$ cat src/rtl/lab08_win_mac.sv
// Pair-in / byte-out responder: 4-deep sliding-window sum of per-pair products.
// Build option LAB08_WIN_PIPE_EN adds one register stage between multiplier and adder.
module lab08_win_mac (
    input  logic       clk,
    input  logic       rst_n,
    input  logic       in_valid,
    input  logic [2:0] in_data1,
    input  logic [2:0] in_data2,
    output logic       out_valid,
    output logic [7:0] out_data
);

    logic [5:0] prod_q, prod_d;
    logic       prod_vld_q, prod_vld_d;

    logic [5:0] win_p;
    logic       win_vld;

    logic [5:0] w0_q, w0_d;
    logic [5:0] w1_q, w1_d;
    logic [5:0] w2_q, w2_d;
    logic       out_valid_q, out_valid_d;
    logic [7:0] out_data_q, out_data_d;

    always_comb begin
        prod_vld_d = in_valid;
        prod_d     = in_valid ? ({3'b000, in_data1} * {3'b000, in_data2}) : 6'd0;
    end

`ifdef LAB08_WIN_PIPE_EN
    logic [5:0] pipe_q, pipe_d;
    logic       pipe_vld_q, pipe_vld_d;

    always_comb begin
        pipe_vld_d = prod_vld_q;
        pipe_d     = prod_q;
    end

    always_ff @(posedge clk) begin
        if (!rst_n) begin
            pipe_vld_q <= 1'b0;
            pipe_q     <= 6'd0;
        end else begin
            pipe_vld_q <= pipe_vld_d;
            pipe_q     <= pipe_d;
        end
    end

    assign win_p   = pipe_q;
    assign win_vld = pipe_vld_q;
`else
    assign win_p   = prod_q;
    assign win_vld = prod_vld_q;
`endif

    // An idle slot reaching the window ends the burst: history is wiped, output forced to 0.
    always_comb begin
        out_valid_d = win_vld;
        out_data_d  = 8'd0;
        w0_d        = 6'd0;
        w1_d        = 6'd0;
        w2_d        = 6'd0;
        if (win_vld) begin
            out_data_d = {2'b00, win_p} + {2'b00, w0_q} + {2'b00, w1_q} + {2'b00, w2_q};
            w0_d       = win_p;
            w1_d       = w0_q;
            w2_d       = w1_q;
        end
    end

    always_ff @(posedge clk) begin
        if (!rst_n) begin
            prod_vld_q  <= 1'b0;
            prod_q      <= 6'd0;
            w0_q        <= 6'd0;
            w1_q        <= 6'd0;
            w2_q        <= 6'd0;
            out_valid_q <= 1'b0;
            out_data_q  <= 8'd0;
        end else begin
            prod_vld_q  <= prod_vld_d;
            prod_q      <= prod_d;
            w0_q        <= w0_d;
            w1_q        <= w1_d;
            w2_q        <= w2_d;
            out_valid_q <= out_valid_d;
            out_data_q  <= out_data_d;
        end
    end

    assign out_valid = out_valid_q;
    assign out_data  = out_data_q;

endmodule
$ cat config.mk
export PLATFORM = sky130hd
export DESIGN_NAME = lab08_win_mac
export DESIGN_NICKNAME = d
export VERILOG_FILES = /design/src/rtl/lab08_win_mac.sv
export SDC_FILE = /design/constraint.sdc
export NUM_CORES = 1
export LEC_CHECK = 0
export CORE_MARGIN = 5
export CORE_UTILIZATION = 55
export DETAILED_ROUTE_END_ITERATION = 8
export DONT_BUFFER_PORTS = 1
export PLACE_DENSITY_LB_ADDON = 0.25
export SLEW_MARGIN = 20
export SYNTH_ARGS = -nofsm -noshare
export SYNTH_HDL_FRONTEND = slang
export SYNTH_SLANG_ARGS = --single-unit
$ cat constraint.sdc
create_clock -name clk -period 2.6 [get_ports clk]
set_input_delay 0.13 -clock clk [delete_from_list [all_inputs] [get_ports clk]]
set_output_delay 0.13 -clock clk [all_outputs]
set_load 0.005 [all_outputs]
Yosys cells after proc, flatten, opt, wreduce, memory -nomap -nowiden. Cells that the tools add are included. W data, S select, Z words.

Bits in registers: 34. Bits in latches: 0. RAM bits: 0. Bits in read-only memories: 0. Bits of input ports: 9. Output and inout port bits: 9. Memories: 0.

Add/subtract/negate cells: 3. Multiply operators: 1. Divide/modulo/power cells: 0. $lt $le $gt $ge: 0. Equality and inequality tests: 0. Shift operators: 0. Mux-type cells: 0. Bitwise operators: 0. Reduce and logical (&&, ||, !) cells: 2.

Operators by type and width (count): $add A7 B6 Y8 (1); $add A8 B6 Y8 (1); $add A6 B6 Y7 (1); $mul A3 B3 Y6 (1); $reduce_and A2 Y1 (2).

Longest topological paths before layout. Gate-level depths: netlist of the first run.

Depth in word-level cells: 3. Mapped depth: 11. Mapped depth without buffers: 11.

Worst setup path before layout of the first run. Ideal clock, no wire load.

Kind: register -> register. From: register prod_q[1]. To: register out_data_q[7], in the netlist out_data[7]. Arrival: 2485 ps. Data required time: 2530 ps. Slack: 46 ps. Cell stages (with the launch flop): 12. Path buffers: 0. Cell sequence: dfxtp_1 > inv_1 > fa_1 > inv_1 > fa_1 > ha_1 > inv_1 > fa_1 > nor2b_4 > o31a_1 > o21ai_0 > a21oi_1.

Longest elaborated chain between the ends: 3.

RTL lines: start, declared (RTL line 13) `logic [5:0] prod_q, prod_d;`; start signal, assigned (RTL line 82) `prod_q <= prod_d;`; $add A6 B6 Y7 (RTL line 64) `out_data_d = {2'b00, win_p} + {2'b00, w0_q} + {2'b00, w1_q} + {2'b00, w2_q};`; $add A7 B6 Y8 (RTL line 64); $add A8 B6 Y8 (RTL line 64); end signal, assigned (RTL line 87) `out_data_q <= out_data_d;`; end, declared (RTL line 23) `logic [7:0] out_data_q, out_data_d;`.

No other way between the ends. A chain may end at the register's enable or synchronous reset.

Worst setup path in the final report of the first run.
From: register w1_q[1]. To: register out_data_q[7], in the netlist out_data[7].

Longest elaborated chain between the ends: 2.

RTL lines: start, declared (RTL line 20) `logic [5:0] w1_q, w1_d;`; start signal, assigned (RTL line 84) `w1_q <= w1_d;`; $add A7 B6 Y8 (RTL line 64); $add A8 B6 Y8 (RTL line 64).

No other way between the ends.

==> impl_metrics.yaml, run 1 <==
outcome:
  status: "finished, violations left"
  violations: "setup timing"
critical_path:
  critPathKind: "flop to flop"
  critPathLaunchType: "flop"
  worstSetupEndpointType: "flop"
  required_ns: 2.87
  crit_fanout: 3
  arrival_ns: 2.88
  ff2ff_path_depth: 11
layout:
  fin_cells: 207
  diodes: 0
  fillers: 234
  nets: 210
  drive_gt1_share_pct: 17.0
  synthToLayoutAreaGrowth_pct: 12.2
  final_util_pct: 65.7
floorplanning:
  coreArea_um2: 2810
  die_y_um: 64.7
  boundaryPins: 18
  dieArea_um2: 4180
  core.rowCount: 19
  die_w_um: 64.7
  initial_core_util_pct: 58.6
global_routing:
  grt_pass1_wl_mm: 4.71
  grt_max_degree: 24
  grt_overflow_total: 0
  track_usage_pct: 15.1
  grt_pass1_vias: 1131
  antenna_found_initial: 0
synth:
  ys_seq_area_share_pct: 41.4
  synthTopCellsByArea: "dfxtp_1, fa_1, ha_1"
  synth_seq_cells: 34
  synth_ff_type: "dfxtp_1"
  synth.avg_cell_area_um2: 10.1
  yosysTopAreaCellShare_pct: 41.4
  yosysWarnings: 0
  syn-num-nets: 198
  netlist_instances: 163
  yosysMostFrequentCell: "inv_1"
  yosys.area.top_type: "dfxtp_1"
  synthArstFlopShare_pct: 0
  syn_area_um2: 1640
  ys_types: 27
  synth_common_cells: "inv_1, dfxtp_1, nor2_1, fa_1, ha_1"
  synth_edf_count: 0
placed_design:
  dpl.hpwl_mm: 1.88
  gp_congestion: 0.709
  place_inst: 193
  io_buffer_count: 0
timing:
  clock.fmax_mhz: 382
  min_period_ns: 2.62
  finalCritPeriodShare_pct: 101
  clock_skew_ns: 0.00574
  worst_slew_pin_slew_ns: 0.409
  rsz0062_at_grt: "true"
  slew_viol_final: 0
  worst_slack_ns: -0.0164
  max_slew_margin_pct: 72.6
  final-hold-violation-count: 0
  final.setup.tns_ns: -0.0164
  setup_viol: 1
routing:
  drt_iter0_drc: 34
  vias_per_cell: 5.09
  route.detailed.drc: 0
  drt.antenna.violating_nets: 0
  wirelength_mm: 2.47
  wire_per_inst_um: 12.0
  vias: 1053
  dr.pass1.iters: 4
clock_tree:
  htree_levels: 2
  clk_latency_ns: 0.33
  clockRootBuffer: "clkbuf_4"
  clkSinkCount: 34
  clk_pin_slew_ns: 0.10
  cts_tree: "built"
  cts_buffers: 5
  cts_buffer_depth: 2
worst_hold_path:
  hold_depth: 2
  worst_hold_path_type: "input pin to flop"
pwr:
  power_mw: 0.972
  ir_drop_mv: 0.312
  p_leak_nw: 0.840
  p_per_area_nw_per_um2: 527
run:
  max-cap-violations: 0
[sequential cells by signal, summed over array words and instances, names as in the netlist]
signal and cells:
out_valid_d 1, w2_q 6, out_data 8, prod_q 6, w0_q 6, out_valid 1, w1_q 6
[kinds of logic after synthesis]
| kind of cell | Yosys count | share of synthesized area (%) |
|---|---|---|
| fa+ha+maj | 26 | 26.2 |
| compound gates | 12 | 4.79 |
| mux | 1 | 0.609 |
| buf+inv | 38 | 9.36 |
| xor+xnor | 1 | 0.533 |
| simple gates | 51 | 17.1 |
| flops | 34 | 41.4 |
[routing by layer]
| layer | wire length (um) | share of wire [%] | track usage, % | vias to the layer above |
|---|---|---|---|---|
| met5 | 0 | 0 | 0 | - |
| met4 | 65 | 2.6 | 8.44 | 0 |
| met3 | 92 | 3.7 | 5.70 | 7 |
| met2 | 1300 | 53 | 26.5 | 11 |
| met1 | 1010 | 41 | 15.4 | 502 |
| li1 | - | - | - | 533 |
[stage by stage]
stage	setup WS, ns	hold WS (ns)	area, um2
3_3_place_gp	-0.00808	0.282	1680
5_1_grt	-0.160	0.175	1840
4_1_cts	-0.0368	0.158	1810
3_5_place_dp	-0.0995	0.283	1680
6_report	-0.0164	0.165	1840
2_1_floorplan	0.0457	0.276	1640
[cell usage in the layout, fill, tap and decap left out, types with 3 or more instances in the layout]
master | Yosys | final
ha_1 | 12 | 9
dfxtp_1 | 34 | 33
and2_1 | 5 | 5
dlygate4sd3_1 | 0 | 4
inv_2 | 0 | 3
clkbuf_4 | 0 | 5
inv_1 | 35 | 32
nand2_1 | 6 | 6
nor3_1 | 3 | 3
nor2_1 | 18 | 18
fa_1 | 14 | 13
buf_4 | 1 | 4
and3_1 | 5 | 5
and3_2 | 6 | 6
[critical path: stages (launching register included)]
cell     delay [ns]
dfxtp_2        0.34
inv_2          0.04
fa_1           0.55
inv_2          0.05
fa_1           0.50
ha_2           0.18
inv_2          0.04
fa_2           0.36
nor2b_4        0.13
o31a_1         0.15
o21ai_1        0.06
a21oi_1        0.15
[timing repair]
| item | 4_1_cts | 5_1_grt |
|---|---|---|
| setup endpoints to repair | 2 | 4 |
| setup buffers | 1 | 1 |
| gates cloned | 0 | 0 |
| endpoints found under the hold margin | 15 | 0 |
| pin swaps | 5 | 5 |
| hold buffers | 4 | 0 |
| gates resized for setup | 7 | 3 |
[worst paths after layout]
kind           start     endpoint  slack (ns)
max          w1_q[1]  out_data[7]       -0.02
min            rst_n    out_valid        0.16
max reg2reg  w1_q[1]  out_data[7]       -0.02
min reg2reg  w1_q[1]      w2_q[1]        0.46
[layout make-up]
cell class / instances / area (um2) / share of cell area, %
multi-input combinational: 91 / 845 / 45.8
sequential: 34 / 682 / 37.0
inverter: 35 / 131 / 7.12
timing repair buffer: 8 / 70.1 / 3.80
clock inverter: 3 / 40.0 / 2.17
tap: 31 / 38.8 / 2.10
clock buffer: 5 / 37.5 / 2.04
[where the power goes]
| group | total [mW] | switching [mW] | internal [mW] |
|---|---|---|---|
| logic | 0.0652 | 0.0357 | 0.0294 |
| registers | 0.533 | 0.00446 | 0.528 |
| clock network | 0.375 | 0.176 | 0.199 |
| total | 0.972 | 0.216 | 0.757 |
Note: power is estimated with default switching activity, not from simulation.
==> run 2: changes to the inputs <==
CORE_MARGIN = default   (was 5)
==> impl_metrics.yaml, run 2 (synthesis gave the netlist of run 1 again) <==
floorplanning:
  coreArea_um2: 2810
  die_w_um: 56.7
  dieArea_um2: 3210
  die_y_um: 56.7
  initial_core_util_pct: 58.6
  core.rowCount: 19
  boundaryPins: 18
global_routing:
  grt_pass1_wl_mm: 4.44
  grt.busiest_layer: "met2"
  track_usage_pct: 19.2
  grt_overflow_total: 0
  antenna_found_initial: 0
  use_met1_pct: 20.8
  use_met2_pct: 32.0
  grt_max_degree: 24
  met3_usage_pct: 8.06
  grt_pass1_vias: 1095
critical_path:
  critPathLaunchType: "flop"
  critPathKind: "flop to flop"
  worstSetupEndpointType: "flop"
  required_ns: 2.87
  arrival_ns: 2.85
  crit_fanout: 3
routing:
  route.detailed.drc: 2
  dr.pass1.iters: 6
  vias: 1032
  wirelength_mm: 2.44
  vias_per_cell: 5.01
  drt_iter0_drc: 16
  drt.antenna.violating_nets: 0
  wire_per_inst_um: 11.8
clock_tree:
  clk_pin_slew_ns: 0.11
  cts_buffer_depth: 2
  htree_levels: 2
  clockRootBuffer: "clkbuf_4"
  cts_buffers: 5
  cts_tree: "built"
  clkSinkCount: 34
  clk_latency_ns: 0.34
layout:
  multi_input_area_um2: 820
  final_common_cell: "dfxtp_1"
  final_cell_mix: "dfxtp_1, inv_1, nor2_1"
  synthToLayoutAreaGrowth_pct: 12.3
  fillers: 235
  diodes: 0
  regArea_um2: 682
  largest_reg_flops: 8
  drive_gt1_share_pct: 15.4
  nets: 209
  final_util_pct: 65.8
timing:
  clock_skew_ns: 0.00617
  finalCritPeriodShare_pct: 99.1
  rsz0062_at_grt: "true"
  slew_viol_final: 0
  clock.fmax_mhz: 388
  worst_slack_ns: 0.0241
  max_slew_margin_pct: 72.2
  hold_ws_ns: 0.164
  min_period_ns: 2.58
  setup_viol: 0
  worst_slew_pin_slew_ns: 0.415
  final-hold-violation-count: 0
run:
  max-cap-violations: 0
placed_design:
  place_ws_ns: -0.0924
  dpl.hpwl_mm: 1.80
  io_buffer_count: 0
  gp_congestion: 0.787
pwr:
  switchingPower_mw: 0.220
  p_per_area_nw_per_um2: 597
  clockPowerShare_pct: 45.9
  p_sw_share_pct: 19.9
  p_leak_nw: 0.853
  pwr-share-comb_pct: 5.7
  p_int_mw: 0.882
  ir_drop_mv: 0.637
  seq_power_share_pct: 48.4
outcome:
  violations: "DRC"
  status: "finished, violations left"
worst_hold_path:
  worst_hold_path_type: "input pin to flop"
[run 2: changes by cell type in the layout (fill, tap and decap cells not counted), sizes merged]
cell / previous run / this run
clkinv: 2 / 0
buf: 4 / 3
bufinv: 1 / 2
clkbuf: 5 / 6
[run 2: worst paths after layout]
check	cells after the start	slack (ns)	from	end
worst max-delay path	11	0.02	w1_q[1]	out_data[7]
worst min-delay path	2	0.16	rst_n	out_valid
worst max register to register	11	0.02	w1_q[1]	out_data[7]
worst min register to register	2	0.46	w1_q[1]	w2_q[1]
[run 2: repair_timing]
action,CTS,global route
hold buffers,4,0
gates cloned,0,0
setup endpoints to repair,2,3
setup buffers,0,1
endpoints found under the hold margin,15,0
resized for setup,7,1
pin swaps,5,3
[run 2: area by class of cell]
cell class / count / share of cell area [%]
clock inverter: 2 / 3.25
clock buffer: 6 / 2.78
multi-input combinational: 91 / 44.4
tap: 31 / 2.10
timing repair buffer: 7 / 3.39
sequential: 34 / 36.9
inverter: 35 / 7.12
[run 2: per-layer routing]
metal,vias up,wire [um]
met5,-,0
met4,0,45
met1,489,1060
met3,4,89
li1,523,-
met2,16,1240
[run 2: power by group through the flow]
stage / Combinational, mW / Clock (mW) / Sequential, mW
3_5_place_dp: 0.0571 / 0 / 0.545
4_1_cts: 0.0636 / 0.520 / 0.533
5_1_grt: 0.0751 / 0.542 / 0.534
2_1_floorplan: 0.0488 / 0 / 0.544
3_3_place_gp: 0.0531 / 0 / 0.544
6_report: 0.0633 / 0.505 / 0.533
[run 2: critical path, stage by stage (launching register included)]
cell and delay (ns):
dfxtp_2 0.33, inv_2 0.04, fa_1 0.55, inv_2 0.05, fa_1 0.50, ha_2 0.18, inv_2 0.04, fa_2 0.35
nor2b_4 0.13, o31a_1 0.15, o21ai_1 0.06, a21oi_1 0.12
[run 2: metrics by stage]
step	cells	TNS (ns)	cell area, um2	power, mW
4_1_cts	205	-0.0341	1830	1.12
2_1_floorplan	163	0	1640	0.592
3_5_place_dp	193	-0.0945	1680	0.602
5_1_grt	206	-0.258	1850	1.15
6_report	206	0	1850	1.10
3_3_place_gp	193	-0.00698	1680	0.598
